**config.mk**
```make
export PLATFORM = sky130hd
export DESIGN_NAME = lane_accumulator
export DESIGN_NICKNAME = d
export VERILOG_FILES = /design/src/rtl/lane_accumulator.sv
export SDC_FILE = /design/constraint.sdc
export NUM_CORES = 1
export LEC_CHECK = 0
export ABC_AREA = 1
export BUFFER_PORTS_ARGS = -buffer_cell sky130_fd_sc_hd__buf_2
export CAP_MARGIN = 20
export CELL_PAD_IN_SITES_DETAIL_PLACEMENT = 0
export CELL_PAD_IN_SITES_GLOBAL_PLACEMENT = 1
export CORE_AREA = 8 8 160 162
export CTS_BUF_LIST = sky130_fd_sc_hd__clkbuf_8
export CTS_CLUSTER_DIAMETER = 100
export DETAILED_ROUTE_END_ITERATION = 7
export DIE_AREA = 0 0 168 170
export GPL_TIMING_DRIVEN = 0
export PLACE_DENSITY_LB_ADDON = 0.1
export SLEW_MARGIN = 20
export SYNTH_ARGS = -nofsm -noshare
export SYNTH_HDL_FRONTEND = slang
export SYNTH_SLANG_ARGS = --single-unit
```
**constraint.sdc**
```tcl
create_clock -name clk -period 4.65 [get_ports clk]
set_input_delay 0.93 -clock clk [delete_from_list [all_inputs] [get_ports clk]]
set_output_delay 0.93 -clock clk [all_outputs]
set_load 0.05 [all_outputs]
```
**src/rtl/lane_accumulator.sv**
```systemverilog
// Four-lane frame accumulator with valid/ready result hold.
// Define LANE_ACC_SATURATE_EN to clamp lanes instead of wrapping.
module lane_accumulator #(
   parameter int DATA_WIDTH = 16,
   parameter int ACC_WIDTH  = 24
) (
   input  logic                  clk,
   input  logic                  rst,
   input  logic                  in_valid,
   output logic                  in_ready,
   input  logic [DATA_WIDTH-1:0] in_sum1,
   input  logic [DATA_WIDTH-1:0] in_sum2,
   input  logic [DATA_WIDTH-1:0] in_sum3,
   input  logic [DATA_WIDTH-1:0] in_sum4,
   input  logic                  in_last,
   output logic                  out_valid,
   input  logic                  out_ready,
   output logic [ACC_WIDTH-1:0]  out_acc1,
   output logic [ACC_WIDTH-1:0]  out_acc2,
   output logic [ACC_WIDTH-1:0]  out_acc3,
   output logic [ACC_WIDTH-1:0]  out_acc4,
   output logic [7:0]            out_beats,
   output logic                  out_ovf
);

   typedef enum logic [1:0] {
      IDLE  = 2'd0,
      ACCUM = 2'd1,
      HOLD  = 2'd2
   } state_t;

   state_t r_state;
   state_t w_next;

   logic [ACC_WIDTH-1:0]  r_acc [4];
   logic [7:0]            r_beats;
   logic                  r_ovf;

   logic [DATA_WIDTH-1:0] w_in   [4];
   logic [ACC_WIDTH:0]    w_sum  [4];
   logic [ACC_WIDTH-1:0]  w_nacc [4];
   logic                  w_lovf;
   logic                  w_accept;
   logic                  w_take;

   assign w_in[0] = in_sum1;
   assign w_in[1] = in_sum2;
   assign w_in[2] = in_sum3;
   assign w_in[3] = in_sum4;

   // One extra bit per lane exposes the carry that marks overflow.
   always_comb begin
      w_lovf = 1'b0;
      for (int i = 0; i < 4; i++) begin
         w_sum[i] = {1'b0, r_acc[i]}
                  + {{(ACC_WIDTH + 1 - DATA_WIDTH){1'b0}}, w_in[i]};
`ifdef LANE_ACC_SATURATE_EN
         w_nacc[i] = w_sum[i][ACC_WIDTH] ? '1 : w_sum[i][ACC_WIDTH-1:0];
`else
         w_nacc[i] = w_sum[i][ACC_WIDTH-1:0];
`endif
         w_lovf = w_lovf | w_sum[i][ACC_WIDTH];
      end
   end

   always_ff @(posedge clk) begin
      if (rst) r_state <= IDLE;
      else     r_state <= w_next;
   end

   always_comb begin
      w_next    = r_state;
      in_ready  = 1'b0;
      out_valid = 1'b0;
      w_accept  = 1'b0;
      w_take    = 1'b0;
      unique case (r_state)
         IDLE, ACCUM: begin
            in_ready = 1'b1;
            w_accept = in_valid;
            if (in_valid) w_next = in_last ? HOLD : ACCUM;
         end
         HOLD: begin
            out_valid = 1'b1;
            w_take    = out_ready;
            if (out_ready) w_next = IDLE;
         end
         default: w_next = IDLE;
      endcase
   end

   always_ff @(posedge clk) begin
      if (rst || w_take) begin
         for (int i = 0; i < 4; i++) r_acc[i] <= '0;
         r_beats <= '0;
         r_ovf   <= 1'b0;
      end else if (w_accept) begin
         for (int i = 0; i < 4; i++) r_acc[i] <= w_nacc[i];
         if (r_beats != 8'hFF) r_beats <= r_beats + 8'd1;
         r_ovf <= r_ovf | w_lovf;
      end
   end

   assign out_acc1  = r_acc[0];
   assign out_acc2  = r_acc[1];
   assign out_acc3  = r_acc[2];
   assign out_acc4  = r_acc[3];
   assign out_beats = r_beats;
   assign out_ovf   = r_ovf;

endmodule

```
==> results of run 1 <==
routing by layer:
layer	GRT usage, %	wire length (µm)	vias up	part of all wire (%)
li1	-	-	4694	-
met1	24.54	13130	3904	48
met2	32.01	12520	181	46
met3	3.244	1319	18	4.8
met4	4.736	311	0	1.1
met5	0	0	-	0
cells in the final DEF (no fill, tap or decap), types with 9 or more instances in the layout:
cell      instances
nand2_1         389
inv_1           189
buf_2           180
nor2_1          167
a21oi_1         125
edfxtp_1         96
o21ai_0          69
nand3_1          65
ha_1             65
nand4_1          21
nor3_1           18
o21a_1           12
nand2_2          11
dfxtp_1          11
clkbuf_8         10
nor2_2            9
per-stage QoR:
stage | std cells | worst slack, ps
2_1_floorplan | 1310 | 783.4
3_3_place_gp | 1775 | -716.9
3_5_place_dp | 1777 | 1734
4_1_cts | 1793 | 2171
5_1_grt | 1793 | 1987
6_report | 1793 | 2129
critical path: stages:
cell	delay, ps
buf_2	100
ha_1	240
fa_1	450
nand2_1	100
nand3_1	90
nand2_1	130
o21ai_2	130
a21oi_1	300
nand2_1	90
nand2_1	70
nor2_1	40
synth_stat cells, types with 12 or more instances:
cell,number,area share (%)
ha_1,65,9.0
edfxtp_1,96,32
nand3_1,65,3.6
nor3_1,18,1.0
nand2_1,390,16
o21a_1,12,1.0
inv_1,187,7.8
nor2_1,167,7.0
o21ai_0,69,3.8
nand4_1,21,1.5
a21oi_1,125,7.0
sequential cells by signal, summed over array words and instances, names as in the netlist:
| name | count |
|---|---|
| r_acc | 96 |
| out_beats | 8 |
| r_state | 2 |
| out_ovf | 1 |
area by class of cell:
cell class | count | area (µm²) | share of cell area [%]
inverters | 191 | 719.4 | 6.827
clock inverters | 6 | 106.4 | 1.009
repair buffers | 177 | 923.4 | 8.762
well taps | 290 | 362.8 | 3.443
multi-input cells | 1003 | 5126 | 48.64
plain buffers | 9 | 60.06 | 0.5699
flip-flops and latches | 107 | 3103 | 29.44
clock buffers | 10 | 137.6 | 1.306
logic make-up (layout without fill, tap and decap cells):
| group | Yosys count | count (layout) | share of synthesized area, % |
|---|---|---|---|
| buffers and inverters | 200 | 393 | 8.660 |
| AND/OR/NAND/NOR | 707 | 707 | 33.24 |
| AO/OA/AOI/OAI | 225 | 225 | 13.51 |
| flip-flops | 107 | 107 | 34.47 |
| XOR/XNOR | 2 | 2 | 0.1946 |
| adder cells (fa/ha/maj) | 69 | 69 | 9.925 |
final timing paths:
path / startpoint / end / slack, ps / depth (start not counted)
hold / removal: out_ovf$_SDFFE_PP0P_ / out_ovf$_SDFFE_PP0P_ / 470 / 2
hold reg to reg: out_ovf$_SDFFE_PP0P_ / out_ovf$_SDFFE_PP0P_ / 470 / 2
setup / recovery: in_sum1[0] / r_acc[0][14]$_SDFFCE_PN0P_ / 2130 / 11
setup reg to reg: r_acc[2][0]$_SDFFCE_PN0P_ / r_acc[2][16]$_SDFFCE_PN0P_ / 2360 / 10
power by group through the flow:
stage / Sequential (mW) / Combinational [mW] / Clock [mW]
2_1_floorplan: 1.57 / 0.669 / 0
3_3_place_gp: 1.26 / 1.33 / 0
3_5_place_dp: 1.26 / 1.34 / 0
4_1_cts: 1.23 / 1.35 / 0.761
5_1_grt: 1.25 / 1.48 / 0.786
6_report: 1.23 / 1.34 / 0.739
==> flow_summary.json, run 1 <==
{
  "swShare_pct": 42.99,
  "dp_hpwl_um": 22340,
  "clkPwrFrac_pct": 22.3,
  "globalRoute.totalOverflow": 0,
  "fin_tns_setup_ps": 0,
  "worst_pin_slew_ps": 388.5,
  "postRouteAntennaNets": 0,
  "antenna_cells": 0,
  "numClockSinks": 107,
  "slew_headroom_pct": 74.00,
  "p_seq_share_pct": 37.3,
  "ys_seq_elements": 107,
  "routed_wirelength_um": 27290,
  "grt.total_usage_pct": 18.86,
  "p_sw_mw": 1.423,
  "criticalPathCategory": "primary input to flip-flop",
  "ys.warnings.count": 0,
  "cts_setup_buffers": 0,
  "die_h_um": 170,
  "cts_resized": 0,
  "outcome": "completed",
  "grt_max_degree": 47,
  "setup_viol": 0,
  "portBuffers": 175,
  "grt_pass1_wl_um": 43440,
  "synth_edf_count": 96,
  "grt_setup_unrepaired": "no",
  "vias": 8797,
  "power_leakage_nw": 5.420,
  "fillers": 2506,
  "drt_iter0_drc": 543,
  "die_w_um": 168,
  "report.final.hold_viol_count": 0,
  "synth-async-reset-ratio_pct": 0,
  "cts_hold_buf": 0,
  "clk_transition_reported_paths_ps": 120,
  "io_pins": 176,
  "cts_made_buffers": 9,
  "fp.coreArea_um2": 23050,
  "syn_avg_cell_area_um2": 6.871,
  "synth_cell_types": 43,
  "synth-main-ff-cell": "edfxtp_1",
  "antenna_found_initial": 0,
  "final.setup_skew_ps": 21.01,
  "maxCapViolations": 0,
  "cp-end-kind": "flip-flop",
  "yosysSeqAreaShare_pct": 34.47,
  "routedWlPerCell_um": 15.22,
  "fmax_mhz": 396.6,
  "slew_viol_final": 0,
  "dieArea_um2": 28560,
  "hp-class": "flip-flop to flip-flop",
  "place_area_um2": 10290,
  "routed_via_density": 4.906,
  "grt_pass1_vias": 8481,
  "firstDrtPassIters": 4,
  "root_buffer": "clkbuf_8",
  "drc": 0,
  "gp_congestion": 0.8592,
  "worstPathMaxFanout": 5,
  "pwr-share-comb_pct": 40.4,
  "min_period_ps": 2521,
  "area_growth_pct": 17.08,
  "vdd_drop_max_uv": 145.8,
  "intPower_mw": 1.886,
  "cts_tree": "done",
  "synth_cells": 1310,
  "finalPower_mw": 3.309,
  "cellPowerDensity_nw_per_um2": 313.9,
  "layout.nets": 1636,
  "crit_arrival_ps": 2670,
  "timing.final.crit_share_pct": 54.22,
  "syn_nets": 1448,
  "htreeDepth": 3,
  "clock_latency_ps": 400,
  "cp-start-kind": "primary input",
  "required_ps": 4800,
  "clockBufferDepth": 2,
  "rows": 56,
  "start_util_pct": 39.05,
  "timing.hold.ws_ps": 470.1,
  "final_area_um2": 10540,
  "synth_area_um2": 9001,
  "drive_above_1_share_pct": 16.43,
  "fin_util_pct": 45.72
}
(Power assumes the default switching activity.)
==> run 2, diff against run 1 <==
ABC_AREA = 0   (was 1)
CORE_AREA = 8 8 147 149   (was 8 8 160 162)
DIE_AREA = 0 0 155 157   (was 0 0 168 170)
clock period = 2.34 ns   (was 4.65 ns; I/O delays follow)
==> run 2 against run 1 <==
The flow now finishes with violations (setup timing). Combinational power grew 130%. Via count decreased by 24%. Critical path depth unchanged. Critical path type is now flip-flop to flip-flop. Critical endpoint unchanged. Largest cell class unchanged. Largest power group unchanged.
==> flow_summary.json, run 2 <==
{
  "outcome": "finished with violations",
  "violations": "setup timing",
  "worst_slack_ps": -443.0,
  "htreeDepth": 3,
  "portBuffers": 175,
  "ys.warnings.count": 0,
  "timing.final.crit_share_pct": 118.9,
  "hp-class": "primary input to flip-flop",
  "dp_hpwl_um": 16110,
  "antenna_cells": 0,
  "yosysMostFrequentCell": "edfxtp_1",
  "routed_via_density": 5.268,
  "regArea_um2": 3104,
  "antenna_found_initial": 1,
  "synth_area_um2": 7538,
  "grt.total_usage_pct": 17.56,
  "report.final.hold_viol_count": 0,
  "netlist_top_cells_area": "edfxtp_1 38%, ha_1 11%, nor2_1 4.6%",
  "die_w_um": 155,
  "setup_viol": 45,
  "grt_max_degree": 51,
  "clock_latency_ps": 390,
  "yosysSeqAreaShare_pct": 41.16,
  "required_ps": 2480,
  "ys_seq_elements": 107,
  "clockBufferDepth": 2,
  "layout.nets": 1136,
  "cts_tree": "done",
  "timing.hold.ws_ps": 291.9,
  "cp.buffers_inverters": 2,
  "grt_pass1_wl_um": 34320,
  "fp.coreArea_um2": 19210,
  "synth_cell_types": 67,
  "area_growth_pct": 33.94,
  "start_util_pct": 39.25,
  "globalRoute.totalOverflow": 0,
  "firstDrtPassIters": 5,
  "min_period_ps": 2783,
  "syn_nets": 896,
  "postRouteAntennaNets": 0,
  "place_area_um2": 9082,
  "cpPeakStageDelay_ps": 450,
  "routedWlPerCell_um": 17.39,
  "maxCapViolations": 0,
  "power_leakage_nw": 4.355,
  "worstPathMaxFanout": 2,
  "slew_headroom_pct": 41.07,
  "layout_common_cells": "177 x buf_2, 96 x edfxtp_1, 89 x nor2_1",
  "crit_arrival_ps": 2920,
  "cellPowerDensity_nw_per_um2": 668.2,
  "numClockSinks": 107,
  "fin_tns_setup_ps": -7803,
  "criticalPathCategory": "flip-flop to flip-flop",
  "synth_cells": 758,
  "fillers": 1833,
  "final_area_um2": 10100,
  "dieArea_um2": 24340,
  "ys_top_cells_by_count": "96 x edfxtp_1, 93 x nor2_1, 65 x ha_1",
  "vias": 6680,
  "path_delay_family": "compound AO/OA/AOI/OAI gates",
  "vdd_drop_max_uv": 365.7,
  "syn_avg_cell_area_um2": 9.945,
  "largest_reg_flops": 96,
  "multi_input_area_um2": 4992,
  "grt_setup_unrepaired": "yes",
  "root_buffer": "clkbuf_8",
  "cts_made_buffers": 9,
  "io_pins": 176,
  "gp_congestion": 0.8302,
  "drive_above_1_share_pct": 37.29,
  "synth.largest_area_cell": "edfxtp_1",
  "cp-end-kind": "flip-flop",
  "cp_common_cell": "a211oi_4",
  "grt_pass1_vias": 6689,
  "fin_util_pct": 52.57,
  "path_cells": "ha_4 -> fa_2 -> a211oi_4 -> o21ai_2 -> a211o_1 -> buf_4 -> buf_6 -> a211oi_4 -> o31ai_2 -> xnor2_1 -> nor2_1",
  "drc": 0,
  "drt_iter0_drc": 305,
  "rows": 51,
  "final_common_cell": "buf_2",
  "cp-start-kind": "flip-flop",
  "routed_wirelength_um": 22050,
  "regMostFlops": "r_acc",
  "final.setup_skew_ps": 11.96,
  "synth-async-reset-ratio_pct": 0,
  "slew_viol_final": 0,
  "finalPower_mw": 6.747,
  "cts_hold_buf": 0,
  "die_h_um": 157,
  "synth-main-ff-cell": "edfxtp_1",
  "synth_top_area_share_pct": 38.24,
  "crit_slowest_cell": "edfxtp_1",
  "worst_pin_slew_ps": 883.9,
  "fmax_mhz": 359.3,
  "synth_edf_count": 96,
  "clk_transition_reported_paths_ps": 110
}
[run 2: cell types whose count changed after synthesis, sizes merged, moves of 33 or more]
cell	change
nand3	-54
o21ai	-33
a21oi	-65
nand2	-356
nor2	-84
inv	-172
[run 2: layout make-up]
class	instances	share of cell area [%]
Multi-Input combinational cell	616	49.44
Sequential cell	107	30.74
Timing Repair Buffer	229	13.15
Tap cell	265	3.284
Clock buffer	9	1.227
Buffer	16	0.8178
Inverter	19	0.7435
Clock inverter	7	0.5948
[run 2: logic make-up after synthesis]
| kind of cell | after synthesis | synth area share, % |
|---|---|---|
| compound gates | 227 | 21.33 |
| xor+xnor | 53 | 6.158 |
| fa+ha+maj | 69 | 11.85 |
| buf+inv | 36 | 1.809 |
| flops | 107 | 41.16 |
| mux | 10 | 1.344 |
| simple gates | 256 | 16.35 |
[run 2: routing by layer]
metal | global-route usage, % | part of all wire (%) | vias to the layer above
met1 | 22.23 | 46 | 3149
met4 | 4.573 | 0.96 | 2
li1 | - | - | 3356
met5 | 0 | 0.045 | -
met2 | 29.57 | 47 | 157
met3 | 4.113 | 6.2 | 16
[run 2: final timing paths]
path                                           startpoint                    endpoint  slack [ps]  depth (start not counted)
worst max register to register  r_acc[0][0]$_SDFFCE_PN0P_  r_acc[0][14]$_SDFFCE_PN0P_        -440                         11
worst min register to register    r_state[1]$_SDFFE_PP0P_     r_state[0]$_SDFFE_PP0P_         470                          1
worst max-delay path            r_acc[0][0]$_SDFFCE_PN0P_  r_acc[0][14]$_SDFFCE_PN0P_        -440                         11
worst min-delay path                              in_last     r_state[0]$_SDFFE_PP0P_         290                          2
[run 2: report_power, final]
part | switching [mW] | total [mW] | internal [mW] | leakage, nW
Clock | 0.698 | 1.18 | 0.484 | 0.0976
Sequential | 0.171 | 2.49 | 2.32 | 1.14
Combinational | 1.92 | 3.07 | 1.15 | 3.11
Total | 2.79 | 6.75 | 3.96 | 4.36
[run 2: through the flow]
stage | instances | setup slack [ps]
floorplan | 758 | -591.6
global placement | 1198 | -662.0
detailed placement | 1199 | -679.4
CTS | 1252 | -511.0
global route | 1268 | -569.0
finish | 1268 | -443.0
[run 2: repair_timing]
item,4_1_cts,5_1_grt
resized for setup,37,49
endpoints found under the setup margin,78,119
pin swaps,43,60
buffers inserted,38,17
gates cloned,0,1
hold endpoints to repair,0,0
==> run 3, diff against run 2 <==
==> constraint.sdc (replaced) <==
create_clock -name clk -period 2.9 [get_ports clk]
set_input_delay 0.87 -clock clk [delete_from_list [all_inputs] [get_ports clk]]
set_output_delay 0.87 -clock clk [all_outputs]
set_load 0.05 [all_outputs]
==> run 3 against run 2 <==
Global-route usage down 0.35 points. Clock skew shrank 4.7 ps. The run now ends clean. Largest power group unchanged. Count of clock-buffer cells in the layout stayed put. Via count fell by 3.2%. Largest cell class unchanged.
==> flow_summary.json, run 3 (synthesized netlist as in run 2, its figures left out) <==
{
  "final_common_cell": "buf_2",
  "firstDrtPassIters": 5,
  "final_area_um2": 9331,
  "fp.coreArea_um2": 19210,
  "antenna_cells": 0,
  "layout.nets": 1099,
  "start_util_pct": 39.25,
  "post-place-ws_ps": -592.4,
  "antenna_found_initial": 0,
  "largest_reg_flops": 96,
  "area_growth_pct": 23.78,
  "root_buffer": "clkbuf_8",
  "vdd_drop_max_uv": 215.1,
  "min_path_cells": 1,
  "cts_hold_buf": 0,
  "required_ps": 3030,
  "timing.final.crit_share_pct": 98.67,
  "grt_pass1_wl_um": 33400,
  "cp-end-kind": "flip-flop",
  "hp-class": "flip-flop to flip-flop",
  "rows": 51,
  "drc": 0,
  "slew_viol_final": 0,
  "routedWlPerCell_um": 17.25,
  "maxCapViolations": 0,
  "worstPathMaxFanout": 5,
  "dp_hpwl_um": 16160,
  "clockBufferDepth": 2,
  "slew_headroom_pct": 45.29,
  "worst_pin_slew_ps": 820.7,
  "cts_tree": "done",
  "min_period_ps": 2861,
  "grt.total_usage_pct": 17.21,
  "portBuffers": 175,
  "dieArea_um2": 24340,
  "fin_util_pct": 48.58,
  "min_from": "r_state[1]$_SDFFE_PP0P_",
  "die_w_um": 155,
  "grt_max_degree": 43,
  "htreeDepth": 3,
  "clk_transition_reported_paths_ps": 110,
  "criticalPathCategory": "primary input to flip-flop",
  "routed_via_density": 5.253,
  "io_pins": 176,
  "postRouteAntennaNets": 0,
  "cp-start-kind": "primary input",
  "gp_congestion": 0.8519,
  "crit_arrival_ps": 2990,
  "grt_setup_unrepaired": "yes",
  "die_h_um": 157,
  "regMostFlops": "r_acc",
  "finalPower_mw": 5.254,
  "drt_iter0_drc": 321,
  "drive_above_1_share_pct": 26.81,
  "fmax_mhz": 349.5,
  "fillers": 1887,
  "setup_viol": 0,
  "cellPowerDensity_nw_per_um2": 563.1,
  "final.setup_skew_ps": 7.232,
  "globalRoute.totalOverflow": 0,
  "place_area_um2": 8917,
  "layout_common_cells": "176 x buf_2, 96 x edfxtp_1, 92 x nor2_1",
  "reg2reg_from": "r_acc[0][0]$_SDFFCE_PN0P_",
  "worst_slack_ps": 38.57,
  "vias": 6467,
  "clock_latency_ps": 390,
  "critPathLaunch": "in_sum1[0]",
  "cts_made_buffers": 9,
  "outcome": "completed",
  "power_leakage_nw": 4.138,
  "ff2ff_path_depth": 9,
  "report.final.hold_viol_count": 0,
  "grt_pass1_vias": 6323,
  "numClockSinks": 107,
  "routed_wirelength_um": 21230
}
run 3: final cells by class:
cell class	instances	area (µm²)	share of cell area, %
buffer	17	65.06	0.6972
clock buffer	9	123.9	1.327
clock inverter	7	83.83	0.8984
inverter	19	71.32	0.7643
multi-input combinational	615	4517	48.40
sequential	107	3103	33.25
tap	265	331.6	3.553
timing repair buffer	192	1036	11.10
run 3: through the flow:
step	setup TNS [ps]	instances	hold slack (ps)
5_1_grt	-52.06	1231	505.4
3_5_place_dp	-23710	1200	435.1
2_1_floorplan	-1254	758	421.3
3_3_place_gp	-52720	1198	435.2
6_report	0	1231	454.1
4_1_cts	-239.4	1219	450.9
run 3: repair_timing:
item,4_1_cts,5_1_grt
cloned,0,0
gates resized for setup,3,16
buffers inserted,3,12
hold endpoints to repair,0,0
pin swaps,6,16
endpoints found under the setup margin,13,16
run 3: where the power goes:
| part | total [mW] | switching, mW | internal (mW) | leakage, nW |
|---|---|---|---|---|
| sequential | 2.00 | 0.131 | 1.87 | 1.14 |
| combinational | 2.21 | 1.45 | 0.760 | 2.88 |
| clock | 1.04 | 0.565 | 0.480 | 0.116 |
run 3: critical path: stages:
cell      delay (ps)
buf_2            120
ha_4             170
fa_2             370
a211oi_4         260
o21ai_2           90
a211o_1          280
a2111o_1         460
buf_4            180
a21oi_1          140
nor3_2            50
run 3: metal layers:
metal  wire, µm  track usage [%]  vias up
li1           -                -     3277
met1      10090            22.06     3042
met2       9890            28.98      137
met3       1055            3.647       11
met4        199            4.340        0
met5          0                0        -
run 3: worst paths after layout:
| check | to | slack, ps |
|---|---|---|
| setup / recovery | r_acc[0][16]$_SDFFCE_PN0P_ | 40 |
| hold / removal | r_state[0]$_SDFFE_PP0P_ | 450 |
| setup reg to reg | r_acc[0][16]$_SDFFCE_PN0P_ | 170 |
| hold reg to reg | r_state[0]$_SDFFE_PP0P_ | 450 |
